`src/rtl/evaluation_pkg.sv`:
```
// Shared types and widths for the chromosome evaluation sequencer.
package evaluation_pkg;

    localparam int SEQ_W        = 4;
    localparam int CYCLE_W      = 32;
    localparam int EVAL_COUNT_W = 16;

    typedef enum logic [1:0] {
        IDLE  = 2'd0,
        CLEAR = 2'd1,
        RUN   = 2'd2,
        DONE  = 2'd3
    } eval_state_e;

endpackage

```
`src/rtl/chromosome_evaluation_sequencer_if.sv`:
```
// Control/status bundle between the GA control FSM (master) and the sequencer (slave).
interface chromosome_evaluation_sequencer_if;

    logic                                    iStart;
    logic                                    iAbort;
    logic                                    iResultAck;
    logic                                    oProcessing;
    logic                                    oKeepResult;
    logic [evaluation_pkg::CYCLE_W-1:0]      oClockCycleCounter;
    logic [evaluation_pkg::SEQ_W-1:0]        oCurrentSequence;
    logic                                    oBusy;
    logic                                    oDone;
    logic                                    oAborted;
    logic [evaluation_pkg::EVAL_COUNT_W-1:0] oEvaluationCount;

    modport master (
        output iStart, iAbort, iResultAck,
        input  oProcessing, oKeepResult, oClockCycleCounter, oCurrentSequence,
               oBusy, oDone, oAborted, oEvaluationCount
    );

    modport slave (
        input  iStart, iAbort, iResultAck,
        output oProcessing, oKeepResult, oClockCycleCounter, oCurrentSequence,
               oBusy, oDone, oAborted, oEvaluationCount
    );

endinterface

```
`src/rtl/eval_step_counter.sv`:
```
// Per-sequence cycle counter and sequence index; flags the final cycle of the final sequence.
module eval_step_counter
    import evaluation_pkg::*;
#(
    parameter int unsigned CYCLES_PER_SEQUENCE = 16,
    parameter int unsigned NUM_SEQUENCES       = 16
) (
    input  logic               clk,
    input  logic               rst,
    input  logic               clear,
    input  logic               advance,
    output logic [CYCLE_W-1:0] count,
    output logic [SEQ_W-1:0]   seq,
    output logic               last_step
);

    localparam logic [CYCLE_W-1:0] LAST_CYCLE = CYCLE_W'(CYCLES_PER_SEQUENCE - 1);
    localparam logic [SEQ_W-1:0]   LAST_SEQ   = SEQ_W'(NUM_SEQUENCES - 1);

    logic [CYCLE_W-1:0] count_q, count_d;
    logic [SEQ_W-1:0]   seq_q, seq_d;

    always_comb begin
        count_d = count_q;
        seq_d   = seq_q;
        if (clear) begin
            count_d = '0;
            seq_d   = '0;
        end else if (advance) begin
            if (count_q == LAST_CYCLE) begin
                count_d = '0;
                seq_d   = seq_q + 4'd1;
            end else begin
                count_d = count_q + 32'd1;
            end
        end
    end

    always_ff @(posedge clk) begin
        if (rst) begin
            count_q <= '0;
            seq_q   <= '0;
        end else begin
            count_q <= count_d;
            seq_q   <= seq_d;
        end
    end

    assign count     = count_q;
    assign seq       = seq_q;
    assign last_step = (count_q == LAST_CYCLE) && (seq_q == LAST_SEQ);

endmodule

```
`src/rtl/chromosome_evaluation_sequencer.sv`:
```
// Drives the error-sum accumulator through clear, per-sequence processing windows and result hold.
module chromosome_evaluation_sequencer
    import evaluation_pkg::*;
#(
    parameter int unsigned CYCLES_PER_SEQUENCE = 16,
    parameter int unsigned NUM_SEQUENCES       = 16
) (
    input logic                               iClock,
    input logic                               iReset,
    chromosome_evaluation_sequencer_if.slave  bus
);

    if (CYCLES_PER_SEQUENCE == 0) begin : g_bad_cycles
        $error("CYCLES_PER_SEQUENCE must be at least 1");
    end
    if (NUM_SEQUENCES == 0 || NUM_SEQUENCES > (1 << SEQ_W)) begin : g_bad_sequences
        $error("NUM_SEQUENCES must be in 1..16");
    end

    eval_state_e             state_q, state_d;
    logic                    processing_q, processing_d;
    logic                    keep_q, keep_d;
    logic                    busy_q, busy_d;
    logic                    done_q, done_d;
    logic                    aborted_q, aborted_d;
    logic [EVAL_COUNT_W-1:0] eval_count_q, eval_count_d;

    logic               step_clear;
    logic               step_advance;
    logic               last_step;
    logic [CYCLE_W-1:0] step_count;
    logic [SEQ_W-1:0]   step_seq;

    eval_step_counter #(
        .CYCLES_PER_SEQUENCE (CYCLES_PER_SEQUENCE),
        .NUM_SEQUENCES       (NUM_SEQUENCES)
    ) u_step_counter (
        .clk       (iClock),
        .rst       (iReset),
        .clear     (step_clear),
        .advance   (step_advance),
        .count     (step_count),
        .seq       (step_seq),
        .last_step (last_step)
    );

    // Abort wins over the end-of-evaluation transition; outputs decode from the next state.
    always_comb begin
        state_d      = state_q;
        aborted_d    = 1'b0;
        eval_count_d = eval_count_q;
        step_advance = 1'b0;
        case (state_q)
            IDLE: begin
                if (bus.iStart) state_d = CLEAR;
            end
            CLEAR: begin
                if (bus.iAbort) begin
                    state_d   = IDLE;
                    aborted_d = 1'b1;
                end else begin
                    state_d = RUN;
                end
            end
            RUN: begin
                if (bus.iAbort) begin
                    state_d   = IDLE;
                    aborted_d = 1'b1;
                end else if (last_step) begin
                    state_d      = DONE;
                    eval_count_d = eval_count_q + 16'd1;
                end else begin
                    step_advance = 1'b1;
                end
            end
            DONE: begin
                if (bus.iResultAck) state_d = bus.iStart ? CLEAR : IDLE;
            end
            default: state_d = IDLE;
        endcase
        step_clear   = (state_d == CLEAR);
        processing_d = (state_d == RUN);
        keep_d       = (state_d != CLEAR);
        busy_d       = (state_d == CLEAR) || (state_d == RUN);
        done_d       = (state_d == DONE);
    end

    always_ff @(posedge iClock) begin
        if (iReset) begin
            state_q      <= IDLE;
            processing_q <= 1'b0;
            keep_q       <= 1'b0;
            busy_q       <= 1'b0;
            done_q       <= 1'b0;
            aborted_q    <= 1'b0;
            eval_count_q <= '0;
        end else begin
            state_q      <= state_d;
            processing_q <= processing_d;
            keep_q       <= keep_d;
            busy_q       <= busy_d;
            done_q       <= done_d;
            aborted_q    <= aborted_d;
            eval_count_q <= eval_count_d;
        end
    end

    assign bus.oProcessing        = processing_q;
    assign bus.oKeepResult        = keep_q;
    assign bus.oClockCycleCounter = step_count;
    assign bus.oCurrentSequence   = step_seq;
    assign bus.oBusy              = busy_q;
    assign bus.oDone              = done_q;
    assign bus.oAborted           = aborted_q;
    assign bus.oEvaluationCount   = eval_count_q;

endmodule

```
`src/flat_wrapper.sv`:
```
// flat-port wrapper written by rule: the top's interface ports become plain ports
module chromosome_evaluation_sequencer_flat import evaluation_pkg::*;
#(
    parameter int unsigned CYCLES_PER_SEQUENCE = 16,
    parameter int unsigned NUM_SEQUENCES       = 16
)
  (iClock, iReset, bus_iStart, bus_iAbort, bus_iResultAck, bus_oProcessing, bus_oKeepResult, bus_oClockCycleCounter, bus_oCurrentSequence, bus_oBusy, bus_oDone, bus_oAborted, bus_oEvaluationCount);
  chromosome_evaluation_sequencer_if bus_i ();
  input logic iClock;
  input logic iReset;
  input wire logic [$bits(bus_i.iStart)-1:0] bus_iStart;
  input wire logic [$bits(bus_i.iAbort)-1:0] bus_iAbort;
  input wire logic [$bits(bus_i.iResultAck)-1:0] bus_iResultAck;
  output wire logic [$bits(bus_i.oProcessing)-1:0] bus_oProcessing;
  output wire logic [$bits(bus_i.oKeepResult)-1:0] bus_oKeepResult;
  output wire logic [$bits(bus_i.oClockCycleCounter)-1:0] bus_oClockCycleCounter;
  output wire logic [$bits(bus_i.oCurrentSequence)-1:0] bus_oCurrentSequence;
  output wire logic [$bits(bus_i.oBusy)-1:0] bus_oBusy;
  output wire logic [$bits(bus_i.oDone)-1:0] bus_oDone;
  output wire logic [$bits(bus_i.oAborted)-1:0] bus_oAborted;
  output wire logic [$bits(bus_i.oEvaluationCount)-1:0] bus_oEvaluationCount;
  assign bus_i.iStart = bus_iStart;
  assign bus_i.iAbort = bus_iAbort;
  assign bus_i.iResultAck = bus_iResultAck;
  assign bus_oProcessing = bus_i.oProcessing;
  assign bus_oKeepResult = bus_i.oKeepResult;
  assign bus_oClockCycleCounter = bus_i.oClockCycleCounter;
  assign bus_oCurrentSequence = bus_i.oCurrentSequence;
  assign bus_oBusy = bus_i.oBusy;
  assign bus_oDone = bus_i.oDone;
  assign bus_oAborted = bus_i.oAborted;
  assign bus_oEvaluationCount = bus_i.oEvaluationCount;
  chromosome_evaluation_sequencer #(.CYCLES_PER_SEQUENCE(CYCLES_PER_SEQUENCE), .NUM_SEQUENCES(NUM_SEQUENCES)) u_core (.iClock(iClock), .iReset(iReset), .bus(bus_i));
endmodule
```
`config.mk`:
```
export PLATFORM = sky130hd
export DESIGN_NAME = chromosome_evaluation_sequencer_flat
export DESIGN_NICKNAME = d
export VERILOG_FILES = /design/src/rtl/evaluation_pkg.sv /design/src/rtl/chromosome_evaluation_sequencer_if.sv /design/src/rtl/eval_step_counter.sv /design/src/rtl/chromosome_evaluation_sequencer.sv /design/src/flat_wrapper.sv
export SDC_FILE = /design/constraint.sdc
export NUM_CORES = 1
export LEC_CHECK = 0
export CAP_MARGIN = 20
export CORE_MARGIN = 10
export CORE_UTILIZATION = 52
export CTS_BUF_LIST = sky130_fd_sc_hd__clkbuf_8
export DETAILED_ROUTE_END_ITERATION = 6
export PLACE_DENSITY = 0.94
export REMOVE_ABC_BUFFERS = 1
export SKIP_LAST_GASP = 1
export SLEW_MARGIN = 0
export SYNTH_ARGS = -nofsm -noshare
export SYNTH_HDL_FRONTEND = slang
export SYNTH_SLANG_ARGS = --single-unit
export TNS_END_PERCENT = 100
```
`constraint.sdc`:
```
create_clock -name iClock -period 2.71 [get_ports iClock]
set_input_delay 0.542 -clock iClock [delete_from_list [all_inputs] [get_ports iClock]]
set_output_delay 0.542 -clock iClock [all_outputs]
set_load 0.02 [all_outputs]
```
=== Word level (Yosys, flattened, before mapping) ===
Cells that the tools add are included.

* Register bits after elaboration: 59

* Bitwise operators: 2
* Equal/unequal tests: 9
* $add $sub $neg: 3
* Reduce and logical (&&, ||, !) cells: 8
* Muxes and demuxes: 12

{| class="wikitable"
|+ Operators by type and width
! kind !! count
|-
| adder 32 x 1 -> 32 bit, second input constant || 1
|-
| == test 32 x 4 -> 1 bit, second input constant || 1
|-
| two-way mux 32 bit || 1
|-
| adder 16 x 1 -> 16 bit, second input constant || 1
|-
| two-way mux 2 bit || 5
|-
| == test 2 bit, second input constant || 4
|-
| one-hot mux 2 bit (4 select lines) || 1
|-
| OR reduction 2 bit || 3
|-
| two-way mux 1 bit || 5
|-
| adder 4 x 1 -> 4 bit, second input constant || 1
|-
| == test 2 x 1 -> 1 bit, second input constant || 2
|-
| == test 4 bit, second input constant || 1
|-
| AND reduction 3 bit || 1
|-
| logical NOT 2 bit || 1
|-
| inequality test 2 x 1 -> 1 bit, second input constant || 1
|-
| NOT 1 bit || 2
|-
| AND reduction 2 bit || 1
|-
| logical AND 1 bit || 1
|-
| logical OR 1 bit || 1
|}

=== Depth between registers and ports, before layout ===
Gate-level depths: netlist (run 1).

* Depth after elaboration: 7
* Mapped depth: 10

=== Modules after synthesis ===
A second synthesis (run 1) with hierarchy kept.

* Cells, all modules: 333
* Area total of the unflattened synthesis: 2934.1 sq um

{| class="wikitable"
|+ By module, submodules not included
! module !! area an instance (sq um) !! cells each !! seq. area each (sq um) !! instances
|-
| eval_step_counter || 1789.2 || 207 || 720.7 || 1
|-
| chromosome_evaluation_sequencer || 1144.8 || 126 || 460.4 || 1
|}

=== Least setup slack after synthesis (run 1) ===
OpenSTA, ideal clock, no wires.

* Path kind: register to register
* From: register u_core.u_step_counter.count_q[0], in the netlist u_core.u_step_counter.count[0]
* To: register u_core.u_step_counter.count_q[14], in the netlist u_core.u_step_counter.count[14]
* Path slack: 516 ps
* Data arrival time: 2079 ps
* Path buffers: 1
* Library setup time: 115 ps
* Stages on the path, launching flop included: 9
* Path through: dfxtp_1 > ha_1 > and3_1 > nand4_4 > nor4_4 > a221oi_2 > o21ai_2 > buf_6 > nor2_1

* Longest elaborated chain between the ends: 7
* Elaborated cells between the ends (all ways): 12
* Classes of those cells: add/sub (1); eq/ne (2); mux (7); reduce/logical (2)

{| class="wikitable"
|+ Ends and longest elaborated chain
! item !! RTL line !! text
|-
| start, declared || eval_step_counter.sv:20 || <nowiki>logic [CYCLE_W-1:0] count_q, count_d;</nowiki>
|-
| start signal, assigned || eval_step_counter.sv:44 || <nowiki>count_q <= count_d;</nowiki>
|-
| == test 32 x 4 -> 1 bit || eval_step_counter.sv:30, eval_step_counter.sv:51 ||
|-
| logical AND 1 bit || eval_step_counter.sv:51 || <nowiki>assign last_step = (count_q == LAST_CYCLE) && (seq_q == LAST_SEQ);</nowiki>
|-
| two-way mux 2 bit || chromosome_evaluation_sequencer.sv:69 || <nowiki>end else if (last_step) begin</nowiki>
|-
| two-way mux 2 bit || chromosome_evaluation_sequencer.sv:66 || <nowiki>if (bus.iAbort) begin</nowiki>
|-
| one-hot mux 2 bit (4 select lines) || chromosome_evaluation_sequencer.sv:53 || <nowiki>case (state_q)</nowiki>
|-
| == test 2 x 1 -> 1 bit || chromosome_evaluation_sequencer.sv:81 || <nowiki>step_clear = (state_d == CLEAR);</nowiki>
|-
| OR reduction 2 bit (no line) || -- ||
|}

Parallel ways exist; a longest one is shown, timed or not.
A chain may end at the register's enable or synchronous reset.

=== Final worst setup path (run 1) ===
* From: register u_core.u_step_counter.count_q[14], in the netlist u_core.u_step_counter.count[14]
* To: register u_core.u_step_counter.count_q[26], in the netlist u_core.u_step_counter.count[26]

The elaborated chain is that of the path after synthesis.

==> impl_metrics.toml, run 1 <==
[status]
status = "finished clean"

[cells_and_area]
layout-drive-gt1-share_pct = 9.87
antenna_cells = 0
nets = 392
postLayoutCellArea_um2 = 3700
area_growth_syn_to_layout_pct = 32.6

[setup_path]
path_max_fanout = 30
crit_required_ps = 2940
slowest_stage = "nor4_2"
path_class = "register to register"
end_kind = "register"
start_kind = "register"
worstPathCellList = "nor4_2 -> nand4_4 -> nor4_4 -> a221oi_2 -> o21ai_2 -> buf_12 -> nor2_1"
critPathMaxStageDelay_ps = 450
arrival_ps = 2540

[floorplanning]
ios = 62
coreArea_um2 = 5170
initial_utilization_pct = 54.0
rows = 26
die_y_um = 93.3
dieArea_um2 = 8700
dieWidth_um = 93.3

[grt]
grt_usage_pct = 16.8
grt_pass1_vias = 2570
met1_usage_pct = 17.1
grt_max_degree = 31
grt_pass1_wl_mm = 11.8
met2_usage_pct = 28.5
top_usage_layer = "met2"
met3_usage_pct = 5.60
grt_overflow = 0
grt_antenna_before_repair = 0

[clocking]
htreeDepth = 3
cts_resized = 0
clockBufferDepth = 2
clock_latency_ps = 340
cts_tree = "yes"
hold_buffers = 0
root_buffer = "clkbuf_8"
cts_sinks = 59
clkTransAtPathRegs_ps = 60
cts-buffers-inserted = 9
post_cts_buffers = 0

[synth]
syn_inst = 307
synth_area_leader_cell = "dfxtp_1"
synth.mux.area_fraction_pct = 0.717
ys_seq_elements = 59
synthAdderAreaFrac_pct = 3.14
async_reset_ff_share_pct = 0
synth_top_area_share_pct = 42.3
synth_compound_area_share_pct = 3.99
yosysSeqAreaShare_pct = 42.3
synth_ff_type = "dfxtp_1"
yosys.area_share.simple_pct = 32.2
synth_edf_count = 0
synth-xor-area-share_pct = 15.4
synthTopCellsByCount = "67 x nor2_1, 59 x dfxtp_1, 37 x xor2_1"
synth.area.top_cells = "dfxtp_1 42%, xor2_1 12%, nor2_1 9.0%, xnor2_1 3.8%, nand3_1 3.6%"
syn-cell-area_um2 = 2790
synth_area_per_cell_um2 = 9.10
synth.most_common_cell = "nor2_1"
yosysWarnings = 0
synth_top_family_by_area = "simple AND/OR/NAND/NOR gates"
ys_types = 37

[route]
vias = 2487
drtIter0Drc = 157
ant_nets = 0
vias_per_cell = 5.47
post-route-drc-count = 0
firstDrtPassIters = 4
wl_per_cell_um = 15.4
wirelength_mm = 7.00

[power_and_ir_drop]
power_switching_share_pct = 22.3
p_switching_w = 0.000384
p_leak_nw = 1.30
clock_power_share_pct = 43.8
irDropWorstVdd_mv = 0.258
pwr-share-comb_pct = 5.2
p_seq_share_pct = 51.1
power_density_nw_per_um2 = 464
p_int_w = 0.00133
power.total_w = 0.00172

[sta]
grt_setup_unrepaired = "false"
fin_worst_skew_ps = 3.13
drv_slew = 0
min_period_ps = 2310
worst_pin_slew_ps = 569
maxSlewHeadroom_pct = 61.9
hold_violations = 0
setup_viol = 0
max_freq_mhz = 433
setup_tns_ps = 0
fin_crit_sh_pct = 85.2

[hold_path]
hold_class = "register to register"

[placed_design]
io_buffers = 61
dpl-instance-area_um2 = 3510
dp_hpwl_mm = 5.13
gp_congestion = 0.779

[run]
max_cap_viol_count = 0
stage by stage:
| step | util (%) | setup WS [ps] | instances | hold slack (ps) |
|---|---|---|---|---|
| CTS | 71.6 | 392 | 455 | 542 |
| finish | 71.6 | 402 | 455 | 533 |
| global placement | 67.9 | 288 | 439 | 496 |
| floorplan | - | 144 | 301 | 591 |
| detailed placement | 67.9 | 212 | 439 | 523 |
| global route | 71.6 | 257 | 455 | 548 |
critical path: cells and delay by family (launching register included):
family                 cells  cell delay (ps)
and+or+nand+nor            4             1240
DFF                        1              390
AOI/OAI and AO/OA          2              350
buffers and inverters      1              200
sequential cells by signal (all words and copies together), names as in the netlist:
signal                       cells
u_core.u_step_counter.count     32
u_core.bus.oEvaluationCount     16
u_core.u_step_counter.seq        4
u_core.state_q                   2
u_core.bus.oAborted              1
u_core.bus.oBusy                 1
u_core.bus.oDone                 1
u_core.bus.oKeepResult           1
u_core.bus.oProcessing           1
power groups by stage:
stage	logic [W]	clock network, W	registers, W
global route	0.0000965	0.000807	0.000877
detailed placement	0.0000873	0	0.000896
floorplan	0.0000389	0	0.000901
CTS	0.0000879	0.000759	0.000877
finish	0.0000884	0.000751	0.000877
global placement	0.0000840	0	0.000896
per-layer routing:
metal	part of all wire [%]	routed length, um
met5	0	0
met4	4.4	305
met3	7.4	520
met2	49	3450
met1	39	2720
logic make-up (layout without fill, tap and decap cells):
logic type,after synthesis,in the layout
adder cells (fa/ha/maj),7,7
AND/OR/NAND/NOR,164,164
AO/OA/AOI/OAI,15,15
multiplexers,2,2
flip-flops,59,59
XOR/XNOR,49,49
buffers and inverters,11,89
area by class of cell:
cell class | instances | area [um^2]
Multi-Input combinational cell | 237 | 1550
Fill cell | 367 | 1470
Sequential cell | 59 | 1180
Timing Repair Buffer | 68 | 676
Clock buffer | 13 | 179
Tap cell | 70 | 87.6
Inverter | 5 | 18.8
Clock inverter | 3 | 12.5
cells in the final DEF (no fill, tap or decap), types with 3 or more instances in the layout:
cell and instances:
and2_1 3, nand2_1 24, and4_1 3, nand4_1 13, nor3_1 7, clkdlybuf4s50_1 61
buf_4 6, xnor2_1 12, dfxtp_1 59, ha_1 7, clkbuf_8 13, nand3_1 20
o21ai_0 4, xor2_1 37, nor4_2 7, nor4_4 3, inv_1 7, a21oi_1 3
and3_1 5, nor2_1 67
path summary, 6_finish.rpt:
check / depth (start not counted) / end / slack (ps) / from
setup reg to reg: 7 / u_core.u_step_counter.count[26]$_SDFFE_PP0P_ / 400 / u_core.u_step_counter.count[14]$_SDFFE_PP0P_
hold reg to reg: 2 / u_core.bus.oEvaluationCount[15]$_SDFFE_PP0P_ / 530 / u_core.bus.oEvaluationCount[15]$_SDFFE_PP0P_
hold / removal: 2 / u_core.bus.oEvaluationCount[15]$_SDFFE_PP0P_ / 530 / u_core.bus.oEvaluationCount[15]$_SDFFE_PP0P_
setup / recovery: 7 / u_core.u_step_counter.count[26]$_SDFFE_PP0P_ / 400 / u_core.u_step_counter.count[14]$_SDFFE_PP0P_
(Power assumes the default switching activity.)
==> run 2, diff against run 1 <==
Settings changed: ABC_CLOCK_PERIOD_IN_PS set to 2710.
==> results of run 2 <==
No change in the layout: final DEF, timing and power equal those of run 1.
==> run 3, diff against run 2 <==
Settings changed: CTS_CLUSTER_DIAMETER set to 30.
==> results of run 3 <==
No change in the layout: final DEF, timing and power equal those of run 1.
